===== config.mk =====
export PLATFORM = sky130hd
export DESIGN_NAME = dmem_port_ctrl_flat
export DESIGN_NICKNAME = d
export VERILOG_FILES = /design/src/rtl/dmem_port_ctrl_if.sv /design/src/rtl/dmem_port_ctrl.sv /design/src/flat_wrapper.sv
export SDC_FILE = /design/constraint.sdc
export NUM_CORES = 1
export LEC_CHECK = 0
export ABC_AREA = 1
export CAP_MARGIN = 0
export CORE_MARGIN = 1
export CORE_UTILIZATION = 30
export CTS_BUF_LIST = sky130_fd_sc_hd__clkbuf_8
export CTS_CLUSTER_DIAMETER = 100
export CTS_CLUSTER_SIZE = 12
export DETAILED_ROUTE_END_ITERATION = 10
export GPL_TIMING_DRIVEN = 0
export PLACE_DENSITY = 0.58
export SLEW_MARGIN = 25
export SYNTH_ARGS = -nofsm -noshare
export SYNTH_HDL_FRONTEND = slang
export SYNTH_SLANG_ARGS = --single-unit
export TNS_END_PERCENT = 5

===== constraint.sdc =====
create_clock -name clk -period 4.3 [get_ports clk]
set_clock_uncertainty 0.05 [all_clocks]
set_input_delay 0.645 -clock clk [delete_from_list [all_inputs] [get_ports clk]]
set_output_delay 0.645 -clock clk [all_outputs]
set_load 0.1 [all_outputs]

===== src/rtl/dmem_port_ctrl_if.sv =====
// Bus bundle between the two requesters, the port controller and the word-only data memory.
// Each port is a request/acknowledge handshake: the requester raises pN_req with its command
// fields stable and holds them until it sees the one-cycle pN_ack pulse; pN_err and pN_rdata
// are valid only while pN_ack is high. A request with pN_req low carries no meaning.
interface dmem_port_ctrl_if #(
  parameter int W = 32
);
  logic         p0_req;
  logic         p0_we;
  logic [1:0]   p0_size;
  logic         p0_unsigned;
  logic [W-1:0] p0_addr;
  logic [W-1:0] p0_wdata;
  logic         p0_ack;
  logic         p0_err;
  logic [W-1:0] p0_rdata;

  logic         p1_req;
  logic         p1_we;
  logic [1:0]   p1_size;
  logic         p1_unsigned;
  logic [W-1:0] p1_addr;
  logic [W-1:0] p1_wdata;
  logic         p1_ack;
  logic         p1_err;
  logic [W-1:0] p1_rdata;

  logic         mem_read_en;
  logic [W-1:0] mem_read_addr;
  logic [W-1:0] mem_read_data;
  logic         mem_write_en;
  logic [W-1:0] mem_write_addr;
  logic [W-1:0] mem_write_data;

  modport slave (
    input  p0_req, p0_we, p0_size, p0_unsigned, p0_addr, p0_wdata,
    output p0_ack, p0_err, p0_rdata,
    input  p1_req, p1_we, p1_size, p1_unsigned, p1_addr, p1_wdata,
    output p1_ack, p1_err, p1_rdata,
    output mem_read_en, mem_read_addr, mem_write_en, mem_write_addr, mem_write_data,
    input  mem_read_data
  );

  modport master (
    output p0_req, p0_we, p0_size, p0_unsigned, p0_addr, p0_wdata,
    input  p0_ack, p0_err, p0_rdata,
    output p1_req, p1_we, p1_size, p1_unsigned, p1_addr, p1_wdata,
    input  p1_ack, p1_err, p1_rdata,
    input  mem_read_en, mem_read_addr, mem_write_en, mem_write_addr, mem_write_data,
    output mem_read_data
  );
endinterface


===== src/rtl/dmem_port_ctrl.sv =====
// Two-port arbiter and sequencer for a word-only data memory: sub-word load extraction,
// read-modify-write for SB/SH, misalignment rejection. Macro DMEM_ARB_FIXED_PRIO_EN selects fixed port-0 priority.
module dmem_port_ctrl #(
  parameter int W = 32
) (
  input  logic                 clk,
  input  logic                 rst,
  dmem_port_ctrl_if.slave      bus,
  output logic [1:0]           dbg_state_o
);

  typedef enum logic [1:0] {
    S_IDLE = 2'd0,
    S_RD   = 2'd1,
    S_WR   = 2'd2
  } state_t;

  state_t       state_q, state_d;
  logic         ack0_q, ack0_d, err0_q, err0_d;
  logic         ack1_q, ack1_d, err1_q, err1_d;
  logic [W-1:0] rdata0_q, rdata0_d, rdata1_q, rdata1_d;
  logic         we_q, we_d, uns_q, uns_d, id_q, id_d;
  logic [1:0]   size_q, size_d;
  logic [W-1:0] addr_q, addr_d, wdata_q, wdata_d, merge_q, merge_d;

  logic         elig0, elig1, grant, win_id;
  logic         sel_we, sel_uns;
  logic [1:0]   sel_size;
  logic [W-1:0] sel_addr, sel_wdata;
  logic [W-1:0] load_val, merged, shifted;
  logic [15:0]  half_sel;

  function automatic logic misaligned(input logic [1:0] size, input logic [1:0] a);
    return (size == 2'b11) || (size == 2'b01 && a[0]) || (size == 2'b10 && a != 2'b00);
  endfunction

`ifdef DMEM_ARB_FIXED_PRIO_EN
  // Port 1 also yields during port 0's ack cycle, so a held port-0 request keeps the memory.
  always_comb begin
    elig0  = bus.p0_req && !ack0_q;
    elig1  = bus.p1_req && !ack1_q && !ack0_q;
    grant  = elig0 || elig1;
    win_id = !elig0;
  end
`else
  logic rr_q, rr_d;

  always_comb begin
    elig0  = bus.p0_req && !ack0_q;
    elig1  = bus.p1_req && !ack1_q;
    grant  = elig0 || elig1;
    if (elig0 && elig1) win_id = !rr_q;
    else                win_id = elig1;
  end

  always_comb begin
    rr_d = rr_q;
    if (state_q == S_IDLE && grant) rr_d = win_id;
  end

  always_ff @(posedge clk) begin
    if (!rst) rr_q <= 1'b1;
    else      rr_q <= rr_d;
  end
`endif

  always_comb begin
    sel_we    = win_id ? bus.p1_we       : bus.p0_we;
    sel_size  = win_id ? bus.p1_size     : bus.p0_size;
    sel_uns   = win_id ? bus.p1_unsigned : bus.p0_unsigned;
    sel_addr  = win_id ? bus.p1_addr     : bus.p0_addr;
    sel_wdata = win_id ? bus.p1_wdata    : bus.p0_wdata;
  end

  // Little-endian lane select for loads and the byte/half splice for sub-word stores.
  always_comb begin
    shifted  = bus.mem_read_data >> {addr_q[1:0], 3'b000};
    half_sel = addr_q[1] ? bus.mem_read_data[31:16] : bus.mem_read_data[15:0];
    case (size_q)
      2'b00:   load_val = uns_q ? {24'd0, shifted[7:0]} : {{24{shifted[7]}}, shifted[7:0]};
      2'b01:   load_val = uns_q ? {16'd0, half_sel}     : {{16{half_sel[15]}}, half_sel};
      default: load_val = bus.mem_read_data;
    endcase
    merged = bus.mem_read_data;
    if (size_q == 2'b00)      merged[{addr_q[1:0], 3'b000} +: 8]  = wdata_q[7:0];
    else if (size_q == 2'b01) merged[{addr_q[1], 4'b0000} +: 16]  = wdata_q[15:0];
  end

  always_comb begin
    state_d  = state_q;
    ack0_d   = 1'b0;
    err0_d   = 1'b0;
    ack1_d   = 1'b0;
    err1_d   = 1'b0;
    rdata0_d = rdata0_q;
    rdata1_d = rdata1_q;
    we_d     = we_q;
    size_d   = size_q;
    uns_d    = uns_q;
    addr_d   = addr_q;
    wdata_d  = wdata_q;
    id_d     = id_q;
    merge_d  = merge_q;
    case (state_q)
      S_IDLE: begin
        if (grant) begin
          we_d    = sel_we;
          size_d  = sel_size;
          uns_d   = sel_uns;
          addr_d  = sel_addr;
          wdata_d = sel_wdata;
          id_d    = win_id;
          if (misaligned(sel_size, sel_addr[1:0])) begin
            if (win_id) begin
              ack1_d   = 1'b1;
              err1_d   = 1'b1;
              rdata1_d = '0;
            end else begin
              ack0_d   = 1'b1;
              err0_d   = 1'b1;
              rdata0_d = '0;
            end
          end else if (sel_we && sel_size == 2'b10) begin
            state_d = S_WR;
          end else begin
            state_d = S_RD;
          end
        end
      end
      S_RD: begin
        if (we_q) begin
          merge_d = merged;
          state_d = S_WR;
        end else begin
          if (id_q) begin
            ack1_d   = 1'b1;
            rdata1_d = load_val;
          end else begin
            ack0_d   = 1'b1;
            rdata0_d = load_val;
          end
          state_d = S_IDLE;
        end
      end
      S_WR: begin
        if (id_q) ack1_d = 1'b1;
        else      ack0_d = 1'b1;
        state_d = S_IDLE;
      end
      default: state_d = S_IDLE;
    endcase
  end

  always_ff @(posedge clk) begin
    if (!rst) begin
      state_q  <= S_IDLE;
      ack0_q   <= 1'b0;
      err0_q   <= 1'b0;
      ack1_q   <= 1'b0;
      err1_q   <= 1'b0;
      rdata0_q <= '0;
      rdata1_q <= '0;
      we_q     <= 1'b0;
      size_q   <= 2'b00;
      uns_q    <= 1'b0;
      addr_q   <= '0;
      wdata_q  <= '0;
      id_q     <= 1'b0;
      merge_q  <= '0;
    end else begin
      state_q  <= state_d;
      ack0_q   <= ack0_d;
      err0_q   <= err0_d;
      ack1_q   <= ack1_d;
      err1_q   <= err1_d;
      rdata0_q <= rdata0_d;
      rdata1_q <= rdata1_d;
      we_q     <= we_d;
      size_q   <= size_d;
      uns_q    <= uns_d;
      addr_q   <= addr_d;
      wdata_q  <= wdata_d;
      id_q     <= id_d;
      merge_q  <= merge_d;
    end
  end

  // Memory strobes are pure state decodes, so they can never overlap and are low in IDLE.
  assign bus.mem_read_en    = (state_q == S_RD);
  assign bus.mem_write_en   = (state_q == S_WR);
  assign bus.mem_read_addr  = {addr_q[W-1:2], 2'b00};
  assign bus.mem_write_addr = {addr_q[W-1:2], 2'b00};
  assign bus.mem_write_data = (size_q == 2'b10) ? wdata_q : merge_q;

  assign bus.p0_ack   = ack0_q;
  assign bus.p0_err   = err0_q;
  assign bus.p0_rdata = rdata0_q;
  assign bus.p1_ack   = ack1_q;
  assign bus.p1_err   = err1_q;
  assign bus.p1_rdata = rdata1_q;

  assign dbg_state_o = state_q;

endmodule


===== src/flat_wrapper.sv =====
// flat-port wrapper written by rule: the top's interface ports become plain ports
module dmem_port_ctrl_flat 
#(
  parameter int W = 32
)
  (clk, rst, dbg_state_o, bus_p0_req, bus_p0_we, bus_p0_size, bus_p0_unsigned, bus_p0_addr, bus_p0_wdata, bus_p0_ack, bus_p0_err, bus_p0_rdata, bus_p1_req, bus_p1_we, bus_p1_size, bus_p1_unsigned, bus_p1_addr, bus_p1_wdata, bus_p1_ack, bus_p1_err, bus_p1_rdata, bus_mem_read_en, bus_mem_read_addr, bus_mem_write_en, bus_mem_write_addr, bus_mem_write_data, bus_mem_read_data);
  dmem_port_ctrl_if #(.W(W)) bus_i ();
  input  logic clk;
  input  logic rst;
  output logic [1:0] dbg_state_o;
  input wire logic [$bits(bus_i.p0_req)-1:0] bus_p0_req;
  input wire logic [$bits(bus_i.p0_we)-1:0] bus_p0_we;
  input wire logic [$bits(bus_i.p0_size)-1:0] bus_p0_size;
  input wire logic [$bits(bus_i.p0_unsigned)-1:0] bus_p0_unsigned;
  input wire logic [$bits(bus_i.p0_addr)-1:0] bus_p0_addr;
  input wire logic [$bits(bus_i.p0_wdata)-1:0] bus_p0_wdata;
  output wire logic [$bits(bus_i.p0_ack)-1:0] bus_p0_ack;
  output wire logic [$bits(bus_i.p0_err)-1:0] bus_p0_err;
  output wire logic [$bits(bus_i.p0_rdata)-1:0] bus_p0_rdata;
  input wire logic [$bits(bus_i.p1_req)-1:0] bus_p1_req;
  input wire logic [$bits(bus_i.p1_we)-1:0] bus_p1_we;
  input wire logic [$bits(bus_i.p1_size)-1:0] bus_p1_size;
  input wire logic [$bits(bus_i.p1_unsigned)-1:0] bus_p1_unsigned;
  input wire logic [$bits(bus_i.p1_addr)-1:0] bus_p1_addr;
  input wire logic [$bits(bus_i.p1_wdata)-1:0] bus_p1_wdata;
  output wire logic [$bits(bus_i.p1_ack)-1:0] bus_p1_ack;
  output wire logic [$bits(bus_i.p1_err)-1:0] bus_p1_err;
  output wire logic [$bits(bus_i.p1_rdata)-1:0] bus_p1_rdata;
  output wire logic [$bits(bus_i.mem_read_en)-1:0] bus_mem_read_en;
  output wire logic [$bits(bus_i.mem_read_addr)-1:0] bus_mem_read_addr;
  output wire logic [$bits(bus_i.mem_write_en)-1:0] bus_mem_write_en;
  output wire logic [$bits(bus_i.mem_write_addr)-1:0] bus_mem_write_addr;
  output wire logic [$bits(bus_i.mem_write_data)-1:0] bus_mem_write_data;
  input wire logic [$bits(bus_i.mem_read_data)-1:0] bus_mem_read_data;
  assign bus_i.p0_req = bus_p0_req;
  assign bus_i.p0_we = bus_p0_we;
  assign bus_i.p0_size = bus_p0_size;
  assign bus_i.p0_unsigned = bus_p0_unsigned;
  assign bus_i.p0_addr = bus_p0_addr;
  assign bus_i.p0_wdata = bus_p0_wdata;
  assign bus_p0_ack = bus_i.p0_ack;
  assign bus_p0_err = bus_i.p0_err;
  assign bus_p0_rdata = bus_i.p0_rdata;
  assign bus_i.p1_req = bus_p1_req;
  assign bus_i.p1_we = bus_p1_we;
  assign bus_i.p1_size = bus_p1_size;
  assign bus_i.p1_unsigned = bus_p1_unsigned;
  assign bus_i.p1_addr = bus_p1_addr;
  assign bus_i.p1_wdata = bus_p1_wdata;
  assign bus_p1_ack = bus_i.p1_ack;
  assign bus_p1_err = bus_i.p1_err;
  assign bus_p1_rdata = bus_i.p1_rdata;
  assign bus_mem_read_en = bus_i.mem_read_en;
  assign bus_mem_read_addr = bus_i.mem_read_addr;
  assign bus_mem_write_en = bus_i.mem_write_en;
  assign bus_mem_write_addr = bus_i.mem_write_addr;
  assign bus_mem_write_data = bus_i.mem_write_data;
  assign bus_i.mem_read_data = bus_mem_read_data;
  dmem_port_ctrl #(.W(W)) u_core (.clk(clk), .rst(rst), .bus(bus_i), .dbg_state_o(dbg_state_o));
endmodule

==> Word-level counts from Yosys, hierarchy flattened <==
Cells that the tools add are included.
{ "totals": {"elab_cells": 104, "in_bits": 172, "out_inout_bits": 168, "ff_bits": 172} }
{ "op_classes": {"muxes": 44, "n_shift": 5, "eq_ne": 15, "reduce_logical": 23, "add_sub_neg": 2} }
{ "op_table": {"columns": ["op", "n"], "rows": [
  ["two-way mux 32 bit", 17],
  ["case mux 32 bit (2 select lines)", 3],
  ["bitwise mux 32 bit", 2],
  ["variable shift 16 x 7 -> 32 bit (first input constant)", 1],
  ["variable shift 8 x 7 -> 32 bit (first input constant)", 1],
  ["variable part select 16 x 7 -> 32 bit", 1],
  ["variable part select 8 x 7 -> 32 bit", 1],
  [">> shifter 32 x 5 -> 8 bit", 1],
  ["two-way mux 16 bit", 1],
  ["negation 5 -> 7 bit", 2],
  ["two-way mux 1 bit", 13],
  ["AND reduction 6 bit", 2],
  ["two-way mux 2 bit", 5],
  ["!= test 2 bit (second input constant)", 5],
  ["equality test 2 bit (second input constant)", 4],
  ["AND reduction 2 bit", 4],
  ["logical AND 1 bit", 7],
  ["equality test 2 x 1 -> 1 bit (second input constant)", 3],
  ["!= test 2 x 1 -> 1 bit (second input constant)", 3],
  ["case mux 1 bit (3 select lines)", 2],
  ["logical NOT 2 bit", 2],
  ["case mux 2 bit (2 select lines)", 1],
  ["nonzero test 2 bit", 2],
  ["logical NOT 1 bit", 3],
  ["logical OR 1 bit", 3]
]} }

==> Longest topological paths before layout <==
{ "depth": {"depth_word": 12, "depth_mapped": 15, "depth_no_buf": 12} }

==> Least setup slack after synthesis <==
No wires, ideal clock.
{ "synth_path": {"path_type": "register to output", "from": "reg u_core.size_q[1]", "to": "out bus_mem_write_data[6]", "n_path_buf": 3, "slack_ps": 288, "path_stages_with_launch": 6, "arrival_time_ps": 3317, "required_time_ps": 3605, "cell_sequence": "dfxtp_1 > clkbuf_1 > nand2_1 > clkbuf_1 > clkbuf_1 > o21ai_0"} }
{ "synth_between": {"elab_chain_cells": 2} }
{ "synth_lines": {"columns": ["item", "line_no", "text"], "rows": [
  ["from (decl)", "dmem_port_ctrl.sv:23", "logic [1:0] size_q, size_d;"],
  ["from (signal assigned)", "dmem_port_ctrl.sv:179", "size_q <= size_d;"],
  ["equality test 2 bit", "dmem_port_ctrl.sv:193", "assign bus.mem_write_data = (size_q == 2'b10) ? wdata_q : merge_q;"],
  ["two-way mux 32 bit", "dmem_port_ctrl.sv:193", null],
  ["to (decl)", "flat_wrapper.sv:33", "output wire logic [$bits(bus_i.mem_write_data)-1:0] bus_mem_write_data;"]
]} }
Every way passes these cells.

==> Worst setup path after layout <==
{ "layout_path": {"from": "reg u_core.size_q[1]", "to": "out bus_mem_write_data[0]"} }
Same word-level chain as after synthesis.

==> flow_metrics.tcl <==
set metrics [dict create \
    ir_drop_mv 0.337 \
    ys.flop_type "dfxtp_1" \
    seqCellArea_um2 3440 \
    area_delta_synth_final_pct 42.6 \
    start_util_pct 30.7 \
    drt-vias-per-instance 4.80 \
    place_ws_ns 0.0893 \
    setup_ws_ns 0.0132 \
    critPathBufInv 4 \
    rsz0062_at_grt "yes" \
    drt_pass1_iterations 8 \
    critical_path.top_delay_family "buffers and inverters" \
    grt_pass1_wl_um 64500 \
    gp_congestion 0.955 \
    synth_cell_type_count 34 \
    cts.clk_slew.worst_paths_ns 0.10 \
    crit_path_end_kind "primary output" \
    multiInputGateArea_um2 4850 \
    antenna_found_initial 4 \
    crit_top_cell "clkbuf_1" \
    cts_tree "built" \
    fin_crit_ns 4.29 \
    ys_seq_area_share_pct 34.3 \
    fillers 3489 \
    relSlewSlack_pct 31.0 \
    powerDensity_nw_per_um2 589 \
    max_stage_delay_ns 0.91 \
    hp-class "reg -> reg" \
    syn_avg_cell_area_um2 6.47 \
    ys_warn_count 0 \
    ioPinCount 340 \
    wl_um 43100 \
    timing.hold.ws_ns 0.452 \
    cap_violations 0 \
    post_cts_buffers 0 \
    drc_errors 0 \
    drive_above_1_share_pct 9.68 \
    synth_area_leaders "dfxtp_1, nand2_1, a21oi_1" \
    startpoint_type "register" \
    clk_latency_ns 0.50 \
    grt-ovfl-total 0 \
    status "completed" \
    synth_top_area_share_pct 34.3 \
    synth_edf_count 0 \
    critPathKind "reg -> out" \
    dpl.hpwl_um 34700 \
    fp.dieW_um 185 \
    fin_crit_sh_pct 99.7 \
    die_area_um2 34200 \
    critical_path_required_ns 3.61 \
    die_h_um 185 \
    finalSetupTns_ns 0 \
    grt_max_degree 19 \
    cts_resized 24 \
    fp-row-count 66 \
    hold_viol 0 \
    slew_viol_final 0 \
    worst_slew_pin_slew_ns 1.03 \
    synth_cells 1552 \
    crit_chain "clkbuf_1 -> nand2_1 -> clkbuf_1 -> clkbuf_1 -> o21ai_0 -> clkdlybuf4s15_1" \
    cts_buffer_depth 2 \
    async_flop_share_pct 0 \
    numPortBuffers 335 \
    grt_pass1_vias 11272 \
    final_nets 2086 \
    post_drt_wl_per_cell_um 18.2 \
    layout_common_cells "nand2_1, clkdlybuf4s50_1, a21oi_1" \
    ys_seq_elements 172 \
    coreArea_um2 32700 \
    mostFrequentLayoutCell "nand2_1" \
    root_buffer "clkbuf_8" \
    netlist_area_um2 10000 \
    fmax_ghz 0.233 \
    worst-endpoint-arrival_ns 3.59 \
    setup_violations 0 \
    cts_sinks 172 \
    postCtsHoldBufs 0 \
    yosys.area.top_type "dfxtp_1" \
    grt_usage_pct 25.1 \
    cpMaxStageDelayCell "clkdlybuf4s15_1" \
    cp_max_fo 10 \
    drtIter0Drc 793 \
    leakage_nw 6.31 \
    cts_buffers 17 \
    ant_nets 0 \
    htree_num_levels 4 \
    vias 11345 \
]
## Yosys cell counts, types with 8 or more instances
library cell,instances
a21oi_1,203
dfxtp_1,172
o211ai_1,22
nand2_1,322
mux2_2,16
clkbuf_1,68
buf_6,8
inv_2,14
o22ai_1,16
a221oi_1,9
nor2_1,93
o21ai_0,193
buf_4,68
buf_2,19
nand3_1,93
inv_1,191
## final timing paths
kind               startpoint               endpoint  slack, ns  cells past startpoint
max          u_core.size_q[1]  bus_mem_write_data[0]       0.01                      6
min               u_core.rr_q            u_core.rr_q       0.45                      2
max reg2reg  u_core.addr_q[0]      u_core.merge_q[6]       1.31                     11
min reg2reg       u_core.rr_q            u_core.rr_q       0.45                      2
## kinds of logic (layout without fill, tap and decap cells)
| logic type | Yosys count | in the layout | share of synthesized area [%] |
|---|---|---|---|
| other | 1 | 5 | 0.0374 |
| and+or+nand+nor | 531 | 531 | 22.1 |
| AOI/OAI and AO/OA | 450 | 450 | 23.6 |
| muxes | 16 | 16 | 1.80 |
| adders and majority gates | 5 | 5 | 0.623 |
| DFF | 172 | 172 | 34.3 |
| buffers and inverters | 377 | 744 | 17.5 |
## flip-flops by register name, indices dropped and copies added, names as in the netlist, 2 cells and up
signal,count
u_core.wdata_q,32
u_core.merge_q,32
u_core.bus.p0_rdata,32
u_core.dbg_state_o,2
u_core.size_q,2
u_core.addr_q,32
u_core.bus.p1_rdata,32
## routing by layer
| layer | vias to the layer above | global-route usage, % | wire [um] |
|---|---|---|---|
| met1 | 5155 | 31.0 | 18400 |
| li1 | 5665 | - | - |
| met4 | 2 | 6.91 | 879 |
| met2 | 463 | 43.9 | 20700 |
| met3 | 60 | 5.21 | 3120 |
| met5 | - | 0 | 13 |
## through the flow
step                cells  total power [mW]  cell area, um2  util [%]
floorplan            1555              5.89           10000         -
global placement     2332              7.20           14000      42.7
detailed placement   2332              7.22           14000      42.7
CTS                  2364              8.45           14300      43.9
global route         2364              8.86           14300      43.8
finish               2365              8.43           14300      43.8
## tightest hold or removal path, cell delays in order (launching register included)
cell     delay [ns]
dfxtp_1        0.34
nand2_1        0.06
nand3_1        0.06
## area by class of cell
class | instances | share of cell area (%)
multi-input cells | 1006 | 33.9
flip-flops and latches | 172 | 24.0
repair buffers | 335 | 23.1
plain buffers | 170 | 6.83
inverters | 207 | 5.43
well taps | 442 | 3.86
clock buffers | 17 | 1.63
clock inverters | 15 | 1.21
diodes | 1 | 0.0175
## power breakdown
group / total (mW) / internal, mW / switching, mW
Clock: 1.24 / 0.492 / 0.747
Sequential: 2.10 / 1.88 / 0.215
Combinational: 5.09 / 1.34 / 3.75
Total: 8.43 / 3.72 / 4.71
Power figures use the tool's default switching activity.
